File: config.mk
export PLATFORM = sky130hd
export DESIGN_NAME = axi4_lite_rr_arbiter
export DESIGN_NICKNAME = d
export VERILOG_FILES = /design/src/rtl/axi4_lite_rr_arbiter.sv
export SDC_FILE = /design/constraint.sdc
export NUM_CORES = 1
export LEC_CHECK = 0
export CAP_MARGIN = 30
export CORE_AREA = 2 2 127 129
export CTS_BUF_LIST = sky130_fd_sc_hd__clkbuf_4 sky130_fd_sc_hd__clkbuf_8 sky130_fd_sc_hd__clkbuf_16
export DETAILED_ROUTE_END_ITERATION = 7
export DIE_AREA = 0 0 129 131
export DONT_BUFFER_PORTS = 1
export MAX_ROUTING_LAYER = met4
export SYNTH_ARGS = -nofsm -noshare
export SYNTH_HDL_FRONTEND = slang
export SYNTH_SLANG_ARGS = --single-unit
File: constraint.sdc
create_clock -name ACLK -period 2.1 [get_ports ACLK]
set_input_delay 0.63 -clock ACLK [delete_from_list [all_inputs] [get_ports ACLK]]
set_output_delay 0.63 -clock ACLK [all_outputs]
set_load 0.05 [all_outputs]
File: src/rtl/axi4_lite_rr_arbiter.sv
// Round-robin arbiter sharing one AXI4-Lite slave between NUM_REQ requesters.
// Each requester issues single-beat read/write commands over a req/done port.
// Commands are registered on grant and replayed onto the master interface, so
// AXI address/data stay stable while VALID is high and no VALID depends on READY.
module axi4_lite_rr_arbiter #(
    parameter int ADDRESS_WIDTH = 32,
    parameter int DATA_WIDTH    = 32,
    parameter int NUM_REQ       = 2
) (
    input  logic                            ACLK,
    input  logic                            ARESET,
    input  logic [NUM_REQ-1:0]              REQ,
    input  logic [NUM_REQ-1:0]              REQ_WE,
    input  logic [NUM_REQ*ADDRESS_WIDTH-1:0] REQ_ADDR,
    input  logic [NUM_REQ*DATA_WIDTH-1:0]   REQ_WDATA,
    input  logic [NUM_REQ*DATA_WIDTH/8-1:0] REQ_WSTRB,
    output logic [NUM_REQ-1:0]              REQ_DONE,
    output logic [DATA_WIDTH-1:0]           REQ_RDATA,
    output logic [1:0]                      REQ_RESP,
    output logic [NUM_REQ-1:0]              GRANT,
    output logic [ADDRESS_WIDTH-1:0]        M_AXI_AWADDR,
    output logic                            M_AXI_AWVALID,
    input  logic                            M_AXI_AWREADY,
    output logic [DATA_WIDTH-1:0]           M_AXI_WDATA,
    output logic [DATA_WIDTH/8-1:0]         M_AXI_WSTRB,
    output logic                            M_AXI_WVALID,
    input  logic                            M_AXI_WREADY,
    input  logic [1:0]                      M_AXI_BRESP,
    input  logic                            M_AXI_BVALID,
    output logic                            M_AXI_BREADY,
    output logic [ADDRESS_WIDTH-1:0]        M_AXI_ARADDR,
    output logic                            M_AXI_ARVALID,
    input  logic                            M_AXI_ARREADY,
    input  logic [DATA_WIDTH-1:0]           M_AXI_RDATA,
    input  logic [1:0]                      M_AXI_RRESP,
    input  logic                            M_AXI_RVALID,
    output logic                            M_AXI_RREADY
);

    localparam int STRB_WIDTH = DATA_WIDTH / 8;
    localparam int IW         = (NUM_REQ > 1) ? $clog2(NUM_REQ) : 1;

    typedef enum logic [2:0] {
        S_IDLE,
        S_WRITE,
        S_WRESP,
        S_RADDR,
        S_RDATA,
        S_DONE
    } state_t;

    state_t                   state, state_next;
    logic [IW-1:0]            owner, last_grant, pick, cand;
    logic                     pick_valid;
    logic                     sel_we;
    logic [ADDRESS_WIDTH-1:0] sel_addr;
    logic [DATA_WIDTH-1:0]    sel_wdata;
    logic [STRB_WIDTH-1:0]    sel_wstrb;
    logic                     cmd_we;
    logic [ADDRESS_WIDTH-1:0] cmd_addr;
    logic [DATA_WIDTH-1:0]    cmd_wdata;
    logic [STRB_WIDTH-1:0]    cmd_wstrb;
    logic                     aw_done, w_done;
    logic [DATA_WIDTH-1:0]    rdata_q;
    logic [1:0]               resp_q;
    logic [NUM_REQ-1:0]       owner_onehot;

    // Round-robin search: first set REQ bit starting after last_grant, wrapping.
    always_comb begin
        pick_valid = 1'b0;
        pick       = '0;
        cand       = '0;
        for (int unsigned i = 1; i <= NUM_REQ; i++) begin
            cand = IW'((32'(last_grant) + i) % NUM_REQ);
            if (!pick_valid && REQ[cand]) begin
                pick_valid = 1'b1;
                pick       = cand;
            end
        end
    end

    // Extract the winning requester's command fields from the packed buses.
    always_comb begin
        sel_we    = 1'b0;
        sel_addr  = '0;
        sel_wdata = '0;
        sel_wstrb = '0;
        for (int unsigned i = 0; i < NUM_REQ; i++) begin
            if (pick == IW'(i)) begin
                sel_we    = REQ_WE[i];
                sel_addr  = REQ_ADDR[i*ADDRESS_WIDTH +: ADDRESS_WIDTH];
                sel_wdata = REQ_WDATA[i*DATA_WIDTH +: DATA_WIDTH];
                sel_wstrb = REQ_WSTRB[i*STRB_WIDTH +: STRB_WIDTH];
            end
        end
    end

    // State register.
    always_ff @(posedge ACLK) begin
        if (ARESET) state <= S_IDLE;
        else        state <= state_next;
    end

    // Next-state logic; WRITE leaves once both AW and W have handshaken.
    always_comb begin
        state_next = state;
        case (state)
            S_IDLE:  if (pick_valid) state_next = sel_we ? S_WRITE : S_RADDR;
            S_WRITE: if ((aw_done || M_AXI_AWREADY) && (w_done || M_AXI_WREADY))
                         state_next = S_WRESP;
            S_WRESP: if (M_AXI_BVALID)  state_next = S_DONE;
            S_RADDR: if (M_AXI_ARREADY) state_next = S_RDATA;
            S_RDATA: if (M_AXI_RVALID)  state_next = S_DONE;
            S_DONE:  state_next = S_IDLE;
            default: state_next = S_IDLE;
        endcase
    end

    // Command capture, handshake tracking, response capture and grant history.
    always_ff @(posedge ACLK) begin
        if (ARESET) begin
            owner      <= '0;
            last_grant <= IW'(NUM_REQ - 1);
            cmd_we     <= 1'b0;
            cmd_addr   <= '0;
            cmd_wdata  <= '0;
            cmd_wstrb  <= '0;
            aw_done    <= 1'b0;
            w_done     <= 1'b0;
            rdata_q    <= '0;
            resp_q     <= '0;
        end else begin
            case (state)
                S_IDLE: if (pick_valid) begin
                    owner     <= pick;
                    cmd_we    <= sel_we;
                    cmd_addr  <= sel_addr;
                    cmd_wdata <= sel_wdata;
                    cmd_wstrb <= sel_wstrb;
                    aw_done   <= 1'b0;
                    w_done    <= 1'b0;
                    rdata_q   <= '0;
                    resp_q    <= '0;
                end
                S_WRITE: begin
                    if (M_AXI_AWREADY) aw_done <= 1'b1;
                    if (M_AXI_WREADY)  w_done  <= 1'b1;
                end
                S_WRESP: if (M_AXI_BVALID) resp_q <= M_AXI_BRESP;
                S_RDATA: if (M_AXI_RVALID) begin
                    rdata_q <= M_AXI_RDATA;
                    resp_q  <= M_AXI_RRESP;
                end
                S_DONE:  last_grant <= owner;
                default: ;
            endcase
        end
    end

    assign owner_onehot  = NUM_REQ'(1) << owner;

    assign GRANT         = (state != S_IDLE) ? owner_onehot : '0;
    assign REQ_DONE      = (state == S_DONE) ? owner_onehot : '0;
    assign REQ_RDATA     = rdata_q;
    assign REQ_RESP      = resp_q;

    assign M_AXI_AWADDR  = cmd_addr;
    assign M_AXI_ARADDR  = cmd_addr;
    assign M_AXI_WDATA   = cmd_wdata;
    assign M_AXI_WSTRB   = cmd_wstrb;
    assign M_AXI_AWVALID = (state == S_WRITE) && !aw_done;
    assign M_AXI_WVALID  = (state == S_WRITE) && !w_done;
    assign M_AXI_BREADY  = (state == S_WRESP);
    assign M_AXI_ARVALID = (state == S_RADDR);
    assign M_AXI_RREADY  = (state == S_RDATA);

    logic unused_cmd_we;
    assign unused_cmd_we = cmd_we;

endmodule

==> out/metrics.csv, run 1 <==
metric;value;unit
status;completed;
CTS Root Cell;clkbuf_16;
I/O pin total;326;
achievable clock frequency;0.4986;GHz
Critical Path End Type;output pin;
fillcell total;1532;
reg-to-reg slack, setup;0.25;ns
DR DRC count;0;
RSZ-0062 raised after global routing;no;
Peak supply drop;0.7172;mV
routed length per instance;16.88;um
Setup crit start kind;flop;
first-pass GRT wire length;17000;um
Final setup violation count;0;
core box area;15600;um^2
detailed-placement wirelength estimate;9031;um
via count;3580;
Mapped Area;4797;um^2
synthesis-stage register bit count;109;
Slew @ Worst Pin;0.6620;ns
initial antenna violation count;0;
I/O Buffers;0;
Via density;4.993;
Non-Filler Instances;717;
WP data required;1.47;ns
r2r endpoint;M_AXI_ARADDR[10]$_SDFFE_PP0P_;
total grt overflow;0;
sequential area share after synthesis;0.4549;
layout cells sized above 1;0.1577;
max_slew headroom;0.5517;
vias in the first global route;3290;
Die Wd;129;um
CTS Buf Count;9;
final-stage net count;679;
max-cap check violation count;0;
largest net degree at the start of global routing;111;
TNS Setup;0;ns
clk sinks;109;
pwr dens;1965;nW/um^2
post-synth cell types;29;
CP max FO;9;
origin of the critical flop-to-flop path;state[2]$_SDFFE_PP0P_;
area grow syn2layout;12.94;%
synthesized area per cell;9.369;um^2
WS Path Type;flop to output pin;
final wirelength;12100;um
post-route minimum period;2.006;ns
Pre-antenna DRT Iters;4;
Hold Path Depth;1;
clock buffer depth;2;
CP Launch Point;state[2]$_SDFFE_PP0P_;
All-Layer GR Usage;0.1355;
Post-DRT Antenna Nets;0;
Hold Crit Endpoint;M_AXI_WSTRB[1]$_SDFFE_PP0P_;
H-tree depth;3;
Leakage;2.000;nW
synth warn;0;
Final Wtd Congestion;0.8706;
final max-slew violation count;0;
Period Utilization, post-route;0.9551;
Hold Startpoint;ARESET;
Cells after DPL;701;
worst skew pair latency;0.34;ns
endpoints failing hold;0;
FP Rows;46;
Worst R2R Path Depth;6;
Die Height;131;um
starting DRC count in detailed routing;110;
TritonCTS clock tree;done;
arrival time at the worst endpoint;1.38;ns
Synth Instances;512;
Die ar.;16900;um^2
Initial Utilization;0.3076;
Final Skew;0.008320;ns
# diodes;0;
Syn Nets;695;
Hold-fix buffers, CTS;0;
Reg clk slew, reported paths;0.08;ns
Hold Path Class;input port to flop;
==> per-stage QoR <==
step / utilization / worst slack, ns / instance area [um^2] / hold WS [ns] / total power, W
final: 0.3473 / 0.09438 / 5418 / 0.3593 / 0.01064
after global routing: 0.3473 / 0.01847 / 5418 / 0.3255 / 0.01120
after detailed placement: 0.3261 / 0.1284 / 5086 / 0.4882 / 0.008977
after global placement: 0.3261 / 0.1691 / 5086 / 0.4800 / 0.008892
after floorplan: - / -0.3052 / 4805 / 0.4310 / 0.008345
after CTS: 0.3467 / 0.01130 / 5408 / 0.3279 / 0.01072
==> logic make-up (layout without fill, tap and decap cells) <==
group / count (synthesis) / in the layout / synth area share
and+or+nand+nor: 131 / 131 / 0.1135
AOI/OAI and AO/OA: 123 / 123 / 0.1896
DFF: 109 / 109 / 0.4549
buffers and inverters: 80 / 69 / 0.09807
muxes: 69 / 69 / 0.1440
==> cells in the mapped netlist, drive strengths merged <==
| master | count | area, um^2 |
|---|---|---|
| a211o | 2 | 17.52 |
| a211oi | 69 | 518.0 |
| a21boi | 1 | 7.510 |
| a21oi | 4 | 20.02 |
| a22o | 2 | 17.52 |
| a22oi | 33 | 247.7 |
| a31oi | 3 | 18.77 |
| and2 | 1 | 6.260 |
| and3 | 1 | 6.260 |
| buf | 60 | 395.4 |
| clkbuf | 17 | 63.81 |
| dfxtp | 109 | 2182 |
| inv | 3 | 11.26 |
| mux2i | 69 | 690.7 |
| nand2 | 5 | 18.77 |
| nand2b | 1 | 6.260 |
| nand4 | 2 | 12.51 |
| nor2 | 107 | 401.6 |
| nor2b | 4 | 25.02 |
| nor3 | 8 | 51.30 |
| nor4bb | 1 | 10.01 |
| o2111ai | 2 | 17.52 |
| o21ai | 4 | 20.02 |
| o22ai | 1 | 6.260 |
| o311a | 1 | 10.01 |
| o311ai | 1 | 8.760 |
| or2 | 1 | 6.260 |
==> worst max-delay path by stage <==
stage | endpoint | cells past startpoint
global route | GRANT[1] | 4
global placement | M_AXI_RREADY | 2
finish | GRANT[1] | 4
CTS | GRANT[1] | 4
detailed placement | M_AXI_RREADY | 2
floorplan | M_AXI_ARVALID | 3
==> worst max-delay path, stage by stage, from the launching register on <==
cell and delay [ns]:
dfxtp_2 0.37, buf_4 0.17, nor3_4 0.21, nor2b_1 0.08, buf_4 0.20
==> timing repair <==
action | in CTS | in global routing
endpoints found under the setup margin | 7 | 6
gates resized for setup | 7 | 3
cloned | 0 | 0
buffers inserted | 0 | 0
pin swaps | 0 | 2
==> flip-flops by register name (all words and copies together) (netlist names) <==
register	count
aw_done	1
owner	1
state	3
M_AXI_WDATA	32
REQ_RESP	2
M_AXI_ARADDR	32
w_done	1
M_AXI_WSTRB	4
last_grant	1
REQ_RDATA	32
==> per-layer routing <==
metal	wire length, um	vias to the layer above	GRT usage
li1	-	1796	-
met1	4483	1562	0.1375
met2	6288	203	0.2387
met3	1029	19	0.04560
met4	301	0	0.05946
met5	0	-	-
==> placed cells by master, fill, tap and decap left out, types with 2 or more instances in the layout <==
| cell | netlist | routed |
|---|---|---|
| dfxtp_1 | 109 | 106 |
| nor2_1 | 107 | 106 |
| mux2i_1 | 69 | 69 |
| a211oi_1 | 69 | 69 |
| buf_4 | 38 | 45 |
| a22oi_1 | 33 | 33 |
| clkbuf_16 | 0 | 9 |
| nor3_1 | 7 | 6 |
| nand2_1 | 5 | 5 |
| buf_12 | 0 | 5 |
| o21ai_0 | 4 | 4 |
| inv_1 | 3 | 3 |
| nor2b_1 | 4 | 3 |
| a21oi_1 | 4 | 3 |
| a31oi_1 | 3 | 3 |
| clkbuf_8 | 0 | 3 |
| nor3_4 | 1 | 2 |
| o2111ai_1 | 2 | 2 |
| a211o_1 | 2 | 2 |
| a22o_1 | 2 | 2 |
| nand4_1 | 2 | 2 |
| inv_6 | 0 | 2 |
| dfxtp_4 | 0 | 2 |
==> report_power, final <==
part,switching [W],total (W),leakage (nW),internal [W]
Sequential,0.00151,0.00420,0.898,0.00269
Combinational,0.00349,0.00475,0.951,0.00125
Clock,0.000778,0.00170,0.152,0.000922
==> cell type report <==
class                      instances  area (um^2)  share of cell area
timing repair buffer              50        437.9             0.08083
inverter                           3        11.26            0.002079
clock buffer                      12        266.5             0.04919
tap                              216        270.3             0.04988
multi-input combinational        323         2203              0.4067
clock inverter                     4        37.54            0.006928
sequential                       109         2191              0.4044
(Power assumes the default switching activity.)
==> run 2: changes to the inputs <==
--- a/config.mk
+++ b/config.mk
@@ -5,6 +5,7 @@
 export SDC_FILE = /design/constraint.sdc
 export NUM_CORES = 1
 export LEC_CHECK = 0
+export ABC_AREA = 0
 export CAP_MARGIN = 30
 export CORE_AREA = 2 2 127 129
 export CTS_BUF_LIST = sky130_fd_sc_hd__clkbuf_4 sky130_fd_sc_hd__clkbuf_8 sky130_fd_sc_hd__clkbuf_16
==> results of run 2 <==
No change in the layout: final DEF, timing and power equal those of run 1.
==> RTL edit 1 (flow settings as in run 2) <==
Encoding of `state_t`: now Gray code (3 bits for 6 states).
--- a/src/rtl/axi4_lite_rr_arbiter.sv
+++ b/src/rtl/axi4_lite_rr_arbiter.sv
@@ -43,8 +43,8 @@
     typedef enum logic [2:0] {
-        S_IDLE,
-        S_WRITE,
-        S_WRESP,
-        S_RADDR,
-        S_RDATA,
-        S_DONE
+        S_IDLE  = 3'b000,
+        S_WRITE = 3'b001,
+        S_WRESP = 3'b011,
+        S_RADDR = 3'b010,
+        S_RDATA = 3'b110,
+        S_DONE  = 3'b111
     } state_t;
Formal check against the unedited RTL: same outputs for any inputs over 4 cycles, from zero or initial values and one cycle with ARESET high; so few cycles prove little.
==> RTL edit 1 against run 2 <==
- sequential cell count stayed put
- clock skew is 0.0070 ns higher
- maximum frequency increased by 1.1%
- die area stayed put
- routed wire length grew 2.2%
- sequential share of layout area is 1.3 points lower
- cell area rose by 3.1%
- synthesized cell count is 5.9% lower
- first-iteration DRC count increased by 33%
- synthesized area grew 5.0%
- setup slack improved by 0.021 ns
Power is not compared: it rests on default switching activity, and its combinational part moved more than twofold at a synthesized area within 25%.
==> RTL edit 1: results (changes against run 2) <==
The tools report the number of global-route vias before repair as 3162 (was 3290). The initial antenna violation count came out at 0 (unchanged). The number of vias per cell was 5.039 (was 4.993); the final worst clock skew was 0.01528 ns (was 0.008320 ns). The xor and xnor fraction of the mapped netlist area came out at 0 (unchanged). The number of nets in the final layout is 653 (was 679). The run gives 9373 um (was 9031 um) as the half-perimeter wire length after placement.

Most frequent cells after synthesis: dfxtp_1, nor2_1, mux2i_1 (was dfxtp_1, nor2_1, a211oi_1, mux2i_1, buf_4). The highest-delay cell along the critical path was dfxtp_2 (unchanged). For the post-synthesis net count, the log shows 665 (was 695). The instance count after placement with tap cells included is 675 (was 701), and the fraction of final layout cells with drive strength greater than 1 is 0.2758 (was 0.1577).

The post-synthesis cell type count is 36 (was 29), and the share of synthesized flip-flops with an asynchronous set or reset is 0 (unchanged). The tools report the number of filler instances in the final layout as 1533 (was 1532). The classification of the worst-slack hold path was primary input to register (unchanged). The average instance area after synthesis works out to 10.45 sq um (was 9.369 sq um). The clock latency on the worst-skew pair is 0.35 ns, and the count of flip-flops with a built-in enable after synthesis is 0 (unchanged). The maximum single-stage delay on the critical path is 0.43 ns (was 0.37 ns).

The multiplexer area fraction after synthesis was 0.1371 (was 0.1440); the maximum number of pins on one net before global-route repair was 82 (was 111). Total of buffers placed on input and output ports: 0 (unchanged). For the wire length of the first global-routing pass, the log shows 17230 um (was 17000 um). The tools report the buffer type at the clock tree root as clkbuf_16 (unchanged). Total inserted antenna cells: 0 (unchanged).

The first-pass iteration count of the detailed router is 4 (unchanged), and the post-detailed-routing wire length is 12370 um (was 12100 um). Critical path data arrival time: 1.35 ns (was 1.38 ns). The area share of fa/ha/maj cells after synthesis came out at 0 (unchanged). The flow ran to the end, and the final reports show no timing, DRC or antenna violations. The detailed router's first-iteration violation count was 146 (was 110); the worst relative slew slack was 0.6106 (was 0.5517).

The CTS buffer count was 9 (unchanged); the global router's overall resource usage was 0.1396 (was 0.1355). The final weighted congestion in routability-driven placement is 0.8596 (was 0.8706), and the worst vdd rail ir drop is 385.5 uV. The compound-gate portion of the synthesized area works out to 0.2377 (was 0.1896). Dominant cells by area after synthesis: dfxtp_1, mux2i_1, a211oi_2 (was dfxtp_1, mux2i_1, a211oi_1). The sequential cell area fraction in the yosys report was 0.4332 (was 0.4549). The clock-pin slew of the registers on the worst-case setup and hold paths was 0.06 ns (was 0.08 ns); the count of synthesis-stage warnings from yosys was 0 (unchanged). The tools report the leakage power figure as 2.074 nW.

The maximum number of buffers from clock root to sink was 2 (unchanged); the worst-case setup slack after placement was 0.2509 ns (was 0.1284 ns). The H-tree depth is 3 (unchanged). Final standard cell count with taps included and fillers excluded: 691 (was 717).
[RTL edit 1: cell count changes in the layout (fill, tap and decap cells not counted), moves of 6 or more]
cell and change:
a211oi_1 -51, a211oi_2 +50, a22o_1 +33, a22oi_1 -32, nand3_1 +6, nor2_1 -31
[RTL edit 1: final timing paths]
check / from / to / slack [ns] / cells past startpoint
max: state[0] / M_AXI_BREADY / 0.12 / 4
min: ARESET / M_AXI_WDATA[14] / 0.36 / 1
max reg2reg: state[1] / M_AXI_WSTRB[2] / 0.46 / 5
min reg2reg: M_AXI_ARADDR[8] / M_AXI_ARADDR[8] / 0.53 / 2
[RTL edit 1: metrics by stage]
stage               utilization  instance area (sq um)  total power [mW]
finish                   0.3583                   5588             6.626
global route             0.3583                   5588             6.939
CTS                      0.3579                   5582             6.713
detailed placement       0.3383                   5276             4.963
global placement         0.3383                   5276             4.915
floorplan                     -                   5052             4.801
[RTL edit 1: worst register-to-register path: cells and delay by family (launching register included)]
kind	cells	cell delay (ns)
and+or+nand+nor	3	0.63
buffers and inverters	1	0.30
DFF	1	0.40
AOI/OAI and AO/OA	1	0.24
[RTL edit 1: logic make-up after synthesis]
| family | Yosys count |
|---|---|
| AND/OR/NAND/NOR | 103 |
| buffers and inverters | 79 |
| AO/OA/AOI/OAI | 122 |
| multiplexers | 69 |
| flip-flops | 109 |
[RTL edit 1: timing repair]
action	4_1_cts	5_1_grt
resized for setup	2	3
buffers inserted	0	0
endpoints found under the setup margin	5	5
[RTL edit 1: final cells by class]
class,instances,share of cell area
multi-input combinational,294,0.4228
sequential,109,0.3916
timing repair buffer,51,0.07971
tap,216,0.04837
clock buffer,10,0.04165
clock inverter,6,0.01254
inverter,5,0.003359
[RTL edit 1: power by group]
part	total, mW	internal [mW]	switching (mW)
Combinational	1.99	0.548	1.45
Sequential	2.91	2.31	0.595
Clock	1.73	0.950	0.775
[RTL edit 1: layer usage]
| metal | GRT usage | part of all wire | up-vias | routed length (um) |
|---|---|---|---|---|
| met5 | - | 0 | - | 0 |
| met4 | 0.05754 | 0.017 | 0 | 208 |
| met3 | 0.03420 | 0.082 | 16 | 1012 |
| met2 | 0.2474 | 0.52 | 208 | 6465 |
| met1 | 0.1498 | 0.38 | 1567 | 4678 |
| li1 | - | - | 1691 | - |
==> RTL edit 2 (flow settings as in run 2) <==
Without the edit above. `ADDRESS_WIDTH`: 32 -> 64.
--- a/src/rtl/axi4_lite_rr_arbiter.sv
+++ b/src/rtl/axi4_lite_rr_arbiter.sv
@@ -5,3 +5,3 @@
 module axi4_lite_rr_arbiter #(
-    parameter int ADDRESS_WIDTH = 32,
+    parameter int ADDRESS_WIDTH = 64,
     parameter int DATA_WIDTH    = 32,
Ports: changed (resized M_AXI_ARADDR, M_AXI_AWADDR and REQ_ADDR); port bits go from 326 to 454. No check against the original RTL was run, so the function may have changed too.
==> RTL edit 2 against run 2 <==
- setup slack got worse by 0.062 ns
- routed wire length increased by 56%
- cell area increased by 46%
- sequential cell count increased by 32
- register-to-register slack improved by 0.10 ns
- sequential power increased by 23%
- first-iteration DRC count increased by 100%
- synthesized area increased by 41%
- power increased by 62%
- critical endpoint is now M_AXI_WVALID
- largest power group unchanged
==> RTL edit 2: results (changes against run 2) <==
The logs give 4769 (was 3290) for the number of global-route vias before repair and 894.0 uV (was 717.2 uV) for the worst vdd rail ir drop. The logs give 0.8795 (was 0.8706) for the final weighted congestion in routability-driven placement and 1384 (was 1532) for the number of filler instances in the final layout. For the total via count after detailed routing, the log shows 5036 (was 3580). The number of instances in the synthesized netlist came out at 687 (was 512).

The run gives 1 (was 0) as the initial antenna violation count. The global router's overall resource usage is 0.2127 (was 0.1355), and the final standard cell count with taps included and fillers excluded is 913 (was 717). The biggest fanout along the worst timing path is 11 (was 9), and the number of nets in the final layout is 931 (was 679). The half-perimeter wire length after placement was 14270 um (was 9031 um); the first-pass iteration count of the detailed router was 5 (was 4). The leakage power figure was 3.006 nW (was 2.000 nW); the CTS buffer count was 17 (was 9). Instance count after placement with tap cells included: 877 (was 701). The classification of the worst-slack hold path was primary input to register (unchanged). The transition time at the pin with the least slew margin is 0.6100 ns (was 0.6620 ns). The clock-pin slew of the registers on the worst-case setup and hold paths was 0.06 ns (was 0.08 ns). Multi-input combinational cell area: 3256 sq um (was 2203 sq um). The wire length of the first global-routing pass is 26140 um (was 17000 um), and the number of flip-flops in the largest register is 64.

The run finished with clean final reports. Most frequent cells after synthesis: dfxtp_1, nor2_1, mux2i_1 (was dfxtp_1, nor2_1, a211oi_1, mux2i_1, buf_4). The run gives 0.41 ns (was 0.34 ns) as the clock latency on the worst-skew pair. The detailed router's first-iteration violation count is 221 (was 110), and the sequential cell area fraction in the yosys report is 0.4176 (was 0.4549). The logs give 18830 um (was 12100 um) for the post-detailed-routing wire length and 0.004034 ns (was 0.008320 ns) for the final worst clock skew.

The post-synthesis cell type count was 30 (was 29). Dominant cells by area after synthesis: dfxtp_1, mux2i_1, a211oi_2 (was dfxtp_1, mux2i_1, a211oi_1). The fraction of final layout cells with drive strength greater than 1 is 0.3218 (was 0.1577).
==> RTL edit 2: cell count changes after synthesis, sizes merged <==
cell | before | now
a211oi | 69 | 101
buf | 60 | 97
clkbuf | 17 | 27
dfxtp | 109 | 141
mux2i | 69 | 101
nor2 | 107 | 139
==> RTL edit 2: area by class of cell <==
type                    instances  share of cell area
diodes                          1           0.0003165
clock buffers                  17             0.05380
clock inverters                14             0.03054
inverters                       3            0.001424
multi-input cells             419              0.4117
flip-flops and latches        141              0.3584
well taps                     216             0.03418
repair buffers                102              0.1097
==> RTL edit 2: worst max-delay path, cell delays in order (launching register included) <==
cell and delay, ns:
dfxtp_4 0.37, buf_8 0.15, nor2_4 0.13, nand2_2 0.08, nor2_2 0.11, buf_6 0.17
==> RTL edit 2: where the power goes <==
part	leakage (nW)	switching (mW)	internal, mW	total [mW]
registers	1.16	1.63	3.55	5.18
logic	1.52	6.38	2.32	8.69
clock network	0.324	1.16	2.23	3.39
==> RTL edit 2: cell families after synthesis <==
family	share of synthesized area
mux	0.1496
simple gates	0.09830
buf+inv	0.1126
flops	0.4176
compound gates	0.2220
==> RTL edit 2: path summary, 6_finish.rpt <==
path                       to            start  cells after the start  slack, ns
max              M_AXI_WVALID         state[2]                      5       0.03
min          M_AXI_ARADDR[44]           ARESET                      1       0.28
max reg2reg   M_AXI_WDATA[22]         state[1]                      5       0.35
min reg2reg   M_AXI_ARADDR[3]  M_AXI_ARADDR[3]                      2       0.49
==> RTL edit 2: per-layer routing <==
metal  routed length [um]  part of all wire  track usage  vias to the layer above
met4                  239             0.013      0.06650                        0
met3                 1548             0.082      0.07573                       17
met1                 7261              0.39       0.2366                     2375
met5                    0                 0            -                        -
met2                 9779              0.52       0.3592                      255
li1                     -                 -            -                     2389
==> RTL edit 2: metrics by stage <==
step	hold slack [ns]	utilization	setup WS [ns]
4_1_cts	0.2638	0.5047	0.01162
5_1_grt	0.2558	0.5070	-0.02422
2_1_floorplan	0.4363	-	-0.04241
6_report	0.2807	0.5070	0.03230
3_5_place_dp	0.4894	0.4581	0.2929
3_3_place_gp	0.4828	0.4581	0.3198
==> RTL edit 2: timing repair <==
action | in CTS | in global routing
endpoints found under the setup margin | 7 | 7
gates resized for setup | 15 | 8
buffers inserted | 2 | 2
pin swaps | 0 | 3
hold endpoints to repair | 0 | 0
